<file path="src/rtl/maxpool_2x2_s2_collect_pkg.sv">
// Shared constants, frame-size decoding and signed int8 helpers for the
// 2x2/stride-2 max-pool collector.
package maxpool_2x2_s2_collect_pkg;

  localparam int unsigned LANES = 8;

  // Default square frame sizes, one per sel code.
  localparam logic [7:0] LEN1_DEF = 8'd16;
  localparam logic [7:0] LEN2_DEF = 8'd14;
  localparam logic [7:0] LEN3_DEF = 8'd28;
  localparam logic [7:0] LEN4_DEF = 8'd56;
  localparam logic [7:0] LEN5_DEF = 8'd112;
  localparam logic [7:0] LEN6_DEF = 8'd224;

  // Frame-size select encoding shared with the upstream line buffer.
  typedef enum logic [2:0] {
    SEL_LEN1 = 3'd0,
    SEL_LEN2 = 3'd1,
    SEL_LEN3 = 3'd2,
    SEL_LEN4 = 3'd3,
    SEL_LEN5 = 3'd4,
    SEL_LEN6 = 3'd5
  } sel_e;

  // Frame tracking: idle between frames, busy while windows of a frame arrive.
  typedef enum logic {
    FS_IDLE = 1'b0,
    FS_BUSY = 1'b1
  } frame_state_e;

  // Decode sel into a frame length; codes 6 and 7 fall back to the largest size.
  function automatic logic [7:0] sel_to_len(
    input logic [2:0] sel,
    input logic [7:0] l1,
    input logic [7:0] l2,
    input logic [7:0] l3,
    input logic [7:0] l4,
    input logic [7:0] l5,
    input logic [7:0] l6
  );
    logic [7:0] len;
    case (sel)
      SEL_LEN1: len = l1;
      SEL_LEN2: len = l2;
      SEL_LEN3: len = l3;
      SEL_LEN4: len = l4;
      SEL_LEN5: len = l5;
      default:  len = l6;
    endcase
    return len;
  endfunction

  // Extract one signed int8 byte from a packed 2x2 window.
  function automatic logic signed [7:0] win_byte(
    input logic [31:0] win,
    input logic [1:0]  idx
  );
    logic signed [7:0] b;
    case (idx)
      2'd0:    b = win[7:0];
      2'd1:    b = win[15:8];
      2'd2:    b = win[23:16];
      default: b = win[31:24];
    endcase
    return b;
  endfunction

  // Two's complement maximum of two int8 values.
  function automatic logic signed [7:0] smax8(
    input logic signed [7:0] a,
    input logic signed [7:0] b
  );
    return (a > b) ? a : b;
  endfunction

endpackage

</file>
<file path="src/rtl/maxpool_2x2_s2_collect_max4.sv">
// Two-stage signed int8 max tree over the four bytes of a 2x2 window.
// Output register only updates when a result arrives, so it holds otherwise.
module max4_s8_pipe
  import maxpool_2x2_s2_collect_pkg::*;
(
  input  logic        clk,
  input  logic        rst_n,
  input  logic        i_valid,
  input  logic [31:0] i_win,
  output logic [7:0]  o_max
);

  logic              r_v1;
  logic signed [7:0] r_max01;
  logic signed [7:0] r_max23;
  logic signed [7:0] r_max;

  // Stage 1 pairs, stage 2 final max; stages load only behind a valid.
  always_ff @(posedge clk or negedge rst_n) begin
    if (!rst_n) begin
      r_v1    <= 1'b0;
      r_max01 <= '0;
      r_max23 <= '0;
      r_max   <= '0;
    end else begin
      r_v1 <= i_valid;
      if (i_valid) begin
        r_max01 <= smax8(win_byte(i_win, 2'd0), win_byte(i_win, 2'd1));
        r_max23 <= smax8(win_byte(i_win, 2'd2), win_byte(i_win, 2'd3));
      end
      if (r_v1) begin
        r_max <= smax8(r_max01, r_max23);
      end
    end
  end

  assign o_max = r_max;

endmodule

</file>
<file path="src/rtl/maxpool_2x2_s2_collect.sv">
// 8-lane 2x2/stride-2 max-pool collector: tracks window position over a
// square frame, keeps odd-row/odd-col windows and pools them per lane.
module maxpool_2x2_s2_collect
  import maxpool_2x2_s2_collect_pkg::*;
#(
  parameter logic [7:0] LEN1 = LEN1_DEF,
  parameter logic [7:0] LEN2 = LEN2_DEF,
  parameter logic [7:0] LEN3 = LEN3_DEF,
  parameter logic [7:0] LEN4 = LEN4_DEF,
  parameter logic [7:0] LEN5 = LEN5_DEF,
  parameter logic [7:0] LEN6 = LEN6_DEF
) (
  input  logic        clk,
  input  logic        rst_n,
  input  logic [2:0]  sel,
  input  logic        in_valid,
  input  logic [31:0] ifm_win2x2_0,
  input  logic [31:0] ifm_win2x2_1,
  input  logic [31:0] ifm_win2x2_2,
  input  logic [31:0] ifm_win2x2_3,
  input  logic [31:0] ifm_win2x2_4,
  input  logic [31:0] ifm_win2x2_5,
  input  logic [31:0] ifm_win2x2_6,
  input  logic [31:0] ifm_win2x2_7,
  output logic        pool_valid,
  output logic [7:0]  pool_out_0,
  output logic [7:0]  pool_out_1,
  output logic [7:0]  pool_out_2,
  output logic [7:0]  pool_out_3,
  output logic [7:0]  pool_out_4,
  output logic [7:0]  pool_out_5,
  output logic [7:0]  pool_out_6,
  output logic [7:0]  pool_out_7,
  output logic        pool_last,
  output logic        frame_busy
);

  logic [7:0]   r_col;
  logic [7:0]   r_row;
  logic [7:0]   r_len_q;
  frame_state_e r_state;
  frame_state_e w_state_nxt;

  logic         w_at_origin;
  logic         w_col_end;
  logic         w_row_end;
  logic         w_frame_end;
  logic         w_aligned;
  logic         w_pool_en;

  logic         r_v1;
  logic         r_v2;
  logic         r_l1;
  logic         r_l2;

  logic [31:0]  w_win [LANES];
  logic [7:0]   w_max [LANES];

  assign w_win[0] = ifm_win2x2_0;
  assign w_win[1] = ifm_win2x2_1;
  assign w_win[2] = ifm_win2x2_2;
  assign w_win[3] = ifm_win2x2_3;
  assign w_win[4] = ifm_win2x2_4;
  assign w_win[5] = ifm_win2x2_5;
  assign w_win[6] = ifm_win2x2_6;
  assign w_win[7] = ifm_win2x2_7;

  assign w_at_origin = (r_row == '0) && (r_col == '0);
  assign w_col_end   = (r_col == (r_len_q - 8'd1));
  assign w_row_end   = (r_row == (r_len_q - 8'd1));
  assign w_frame_end = w_col_end && w_row_end;
  assign w_aligned   = r_row[0] && r_col[0];
  assign w_pool_en   = in_valid && w_aligned;

  // Position counters and frame length latch; everything holds on bubbles.
  always_ff @(posedge clk or negedge rst_n) begin
    if (!rst_n) begin
      r_col   <= '0;
      r_row   <= '0;
      r_len_q <= LEN1;
    end else if (in_valid) begin
      if (w_at_origin) begin
        r_len_q <= sel_to_len(sel, LEN1, LEN2, LEN3, LEN4, LEN5, LEN6);
      end
      if (w_col_end) begin
        r_col <= '0;
        r_row <= w_row_end ? '0 : r_row + 8'd1;
      end else begin
        r_col <= r_col + 8'd1;
      end
    end
  end

  // Valid/last delay line matching the two-stage max tree in every lane.
  always_ff @(posedge clk or negedge rst_n) begin
    if (!rst_n) begin
      r_v1 <= 1'b0;
      r_v2 <= 1'b0;
      r_l1 <= 1'b0;
      r_l2 <= 1'b0;
    end else begin
      r_v1 <= w_pool_en;
      r_l1 <= in_valid && w_frame_end;
      r_v2 <= r_v1;
      r_l2 <= r_l1;
    end
  end

  // Frame state register.
  always_ff @(posedge clk or negedge rst_n) begin
    if (!rst_n) begin
      r_state <= FS_IDLE;
    end else begin
      r_state <= w_state_nxt;
    end
  end

  // Frame state transitions: enter on the first window, leave on the last.
  always_comb begin
    w_state_nxt = r_state;
    case (r_state)
      FS_IDLE: if (in_valid && !w_frame_end) w_state_nxt = FS_BUSY;
      FS_BUSY: if (in_valid && w_frame_end)  w_state_nxt = FS_IDLE;
      default: w_state_nxt = FS_IDLE;
    endcase
  end

  // Busy includes the accepting cycle itself, so a back-to-back (0,0)
  // window keeps it high across the frame boundary.
  assign frame_busy = rst_n && ((r_state == FS_BUSY) || in_valid);

  for (genvar g = 0; g < LANES; g++) begin : g_lane
    max4_s8_pipe u_max (
      .clk     (clk),
      .rst_n   (rst_n),
      .i_valid (w_pool_en),
      .i_win   (w_win[g]),
      .o_max   (w_max[g])
    );
  end

  assign pool_valid = r_v2;
  assign pool_last  = r_l2;
  assign pool_out_0 = w_max[0];
  assign pool_out_1 = w_max[1];
  assign pool_out_2 = w_max[2];
  assign pool_out_3 = w_max[3];
  assign pool_out_4 = w_max[4];
  assign pool_out_5 = w_max[5];
  assign pool_out_6 = w_max[6];
  assign pool_out_7 = w_max[7];

endmodule

</file>
<file path="config.mk">
export PLATFORM = sky130hd
export DESIGN_NAME = maxpool_2x2_s2_collect
export DESIGN_NICKNAME = d
export VERILOG_FILES = /design/src/rtl/maxpool_2x2_s2_collect_pkg.sv /design/src/rtl/maxpool_2x2_s2_collect_max4.sv /design/src/rtl/maxpool_2x2_s2_collect.sv
export SDC_FILE = /design/constraint.sdc
export NUM_CORES = 1
export LEC_CHECK = 0
export CAP_MARGIN = 20
export CORE_ASPECT_RATIO = 0.5
export CORE_MARGIN = 1
export CORE_UTILIZATION = 45
export CTS_CLUSTER_SIZE = 8
export DETAILED_ROUTE_END_ITERATION = 8
export HOLD_SLACK_MARGIN = 0.08
export MAX_ROUTING_LAYER = met4
export PLACE_DENSITY = 0.71
export SLEW_MARGIN = 20
export SYNTH_ARGS = -nofsm -noshare
export SYNTH_HDL_FRONTEND = slang
export SYNTH_SLANG_ARGS = --single-unit
</file>
<file path="constraint.sdc">
create_clock -name clk -period 4 [get_ports clk]
set_input_delay 1.2 -clock clk [delete_from_list [all_inputs] [get_ports clk]]
set_output_delay 1.2 -clock clk [all_outputs]
set_load 0.01 [all_outputs]
</file>
==> impl_metrics.env <==
export IMPL_nFillCells=3193
export IMPL_clkPwrFrac=0.331
export IMPL_seq_power_share=0.370
export IMPL_chipWidth_um=269
export IMPL_cts_resized=0
export IMPL_dieArea_um2=36400
export IMPL_wl_met3_mm=1.40
export IMPL_grt_pass1_vias=14900
export IMPL_p_comb_frac=0.299
export IMPL_port_buffers=328
export IMPL_instances_no_fill=2744
export IMPL_ys_seq_area_frac=0.344
export IMPL_power_total_mw=7.27
export IMPL_status="completed"
export IMPL_intPower_mw=4.96
export IMPL_cellPowerDensity_nw_per_um2=351
export IMPL_yosysWarnings=0
export IMPL_cts_buffers=31
export IMPL_clockBufferDepth=3
export IMPL_postSynthCellCount=1938
export IMPL_antenna_left=0
export IMPL_synth_most_common_cell="nor2_1"
export IMPL_hold_viol=0
export IMPL_ir_drop_v=0.000256
export IMPL_synthesis_area_um2=16000
export IMPL_cpMostUsedCell="clkdlybuf4s50_1"
export IMPL_synthArstFlopShare=1.00
export IMPL_grt_ovfl_total=0
export IMPL_wl_met1_mm=18.8
export IMPL_cts_hold_buf=0
export IMPL_clock_sinks=220
export IMPL_avgSynthCellArea_um2=8.26
export IMPL_setup_viol=0
export IMPL_whs_ns=0.348
export IMPL_synth_area_leaders="dfrtp_1 34%, ha_1 15%, a31oi_1 7.5%, o21ai_0 7.1%, nand3_1 6.4%"
export IMPL_finalSetupTns_ns=0
export IMPL_vias=15300
export IMPL_die_h_um=135
export IMPL_hold_path_class="reg -> reg"
export IMPL_synth_common_cells="251 x nor2_1, 227 x o21ai_0, 219 x dfrtp_1"
export IMPL_wl_met2_mm=21.8
export IMPL_drt_iter0_drc=849
export IMPL_vias_per_cell=5.57
export IMPL_drv_slew=0
export IMPL_cp_cell_sequence="clkdlybuf4s50_1 -> nor2_1 -> nor2b_1 -> clkdlybuf4s50_1"
export IMPL_finClkSkew_ns=0.0132
export IMPL_design_core_area_um2=34700
export IMPL_grt_use_total=0.248
export IMPL_cp_max_fo=2
export IMPL_clkLatencyLatePin_ns=0.55
export IMPL_switching_share=0.318
export IMPL_cts_tree="built"
export IMPL_grt_max_degree=161
export IMPL_crit_family="buffers and inverters"
export IMPL_synth_top_cell_by_area="dfrtp_1"
export IMPL_grt_first_pass_wirelength_mm=71.8
export IMPL_wire_per_inst_um=16.0
export IMPL_fin_crit_sh=0.894
export IMPL_nets=2709
export IMPL_dr_max_layer_used="met4"
export IMPL_cp_num_buf_inv=2
export IMPL_clock_fmax_ghz=0.280
export IMPL_wl_mm=43.8
export IMPL_critical_path_class="in -> out"
export IMPL_final_layout_size_suffix_gt1_frac=0.0309
export IMPL_clk_pin_slew_ns=0.05
export IMPL_drt_pre_antenna_iters=5
export IMPL_p_leak_nw=9.52
export IMPL_tightest_slew_ns=1.06
export IMPL_worst_endpoint_required_ns=2.80
export IMPL_synth_distinct_cells=49
export IMPL_drv_cap=0
export IMPL_post_route_min_period_ns=3.57
export IMPL_crit_arrival_ns=2.37
export IMPL_ios=329
export IMPL_numPlacedInstances=2692
export IMPL_start_util=0.461
export IMPL_drc=0
export IMPL_cts_htree_levels=1
export IMPL_hpwl_mm=34.2
export IMPL_area_delta_synth_final_pct=29.4
export IMPL_postCtsSetupRepairBufs=0
export IMPL_placementRows=48
export IMPL_ys_seq_elements=220
export IMPL_rsz0062_at_grt="no"
export IMPL_start_kind="input port"
export IMPL_synth_top_area_share=0.342
export IMPL_p_switching_mw=2.32
export IMPL_synth_edff_count=0
export IMPL_mappedNetlistNets=2397
export IMPL_slowest_delay_ns=0.54
export IMPL_antenna_found_initial=6
export IMPL_synthFlopType="dfrtp_1"
export IMPL_cpMaxStageDelayCell="clkdlybuf4s50_1"
export IMPL_relSlewSlack=0.287
export IMPL_endpoint_kind="output port"
export IMPL_cts_root_buffer_cell="clkbuf_16"
export IMPL_gp_congestion=0.909
==> placed cells by master (no fill, tap or decap), types with 19 or more instances in the layout <==
cell type	synthesis	final
buf_4	0	19
o21ai_0	227	227
dfrtp_1	219	218
nor2b_1	50	50
nand3b_1	24	24
o21a_1	24	24
a31oi_1	193	193
nand3_1	206	206
a21oi_1	26	26
clkdlybuf4s50_1	0	327
nor2_1	251	251
ha_1	197	197
a21o_1	24	24
inv_1	200	200
clkbuf_16	0	31
nand4_1	51	51
a211o_1	24	24
nand2_1	36	36
and3b_1	24	24
a211oi_1	24	24
==> stage by stage <==
step	area, um^2	util	setup WS, ns
final	20700	0.596	0.425
after CTS	20700	0.596	0.416
after global placement	19800	0.571	0.419
after floorplan	16000	-	1.17
after detailed placement	19800	0.571	0.420
after global routing	20700	0.596	0.322
==> layer usage <==
metal	up-vias	global-route usage
met4	0	0.100
met3	96	0.0309
met1	7225	0.296
li1	7681	-
met5	-	-
met2	286	0.428
==> kinds of logic after synthesis <==
| kind of cell | after synthesis | share of synthesized area |
|---|---|---|
| buffers and inverters | 272 | 0.0649 |
| AO/OA/AOI/OAI | 555 | 0.208 |
| adder cells (fa/ha/maj) | 197 | 0.154 |
| flip-flops | 220 | 0.344 |
| multiplexers | 2 | 0.00141 |
| AND/OR/NAND/NOR | 666 | 0.210 |
| XOR/XNOR | 26 | 0.0181 |
==> final cells by class <==
cell class | count | area [um^2] | area share
multi-input cells | 1446 | 9470 | 0.457
flip-flops and latches | 220 | 5510 | 0.266
repair buffers | 351 | 3510 | 0.170
clock buffers | 45 | 828 | 0.0400
inverters | 200 | 751 | 0.0363
well taps | 475 | 594 | 0.0287
clock inverters | 1 | 30.0 | 0.00145
diodes | 6 | 15.0 | 0.000725
==> registers in the layout, indices dropped and copies added (netlist names), named ones only <==
| signal | flops |
|---|---|
| r_l1 | 1 |
| g_lane.u_max.r_max23 | 64 |
| r_col | 8 |
| g_lane.u_max.o_max | 64 |
| pool_last | 1 |
| pool_valid | 1 |
| g_lane.u_max.r_max01 | 64 |
| r_len_q | 7 |
| r_row | 8 |
| g_lane.u_max.r_v1 | 1 |
==> worst paths after layout <==
| kind | from | end | slack, ns | cells after the start |
|---|---|---|---|---|
| min | r_l1 | pool_last | 0.35 | 0 |
| min in group asynchronous | rst_n | pool_last | 0.81 | 2 |
| min reg2reg | r_l1 | pool_last | 0.35 | 0 |
| max reg2reg | r_len_q[1] | r_row[2] | 1.38 | 8 |
| max | in_valid | frame_busy | 0.43 | 4 |
| max in group asynchronous | rst_n | g_lane[7].u_max.r_v1 | 1.62 | 3 |
==> power by group through the flow <==
stage               registers (mW)  clock network, mW  logic (mW)
global placement              2.72                  0        2.13
finish                        2.69               2.41        2.18
global route                  2.72               2.57        2.46
CTS                           2.69               2.47        2.19
detailed placement            2.72                  0        2.17
floorplan                     2.68                  0        1.29
(Power assumes the default switching activity.)
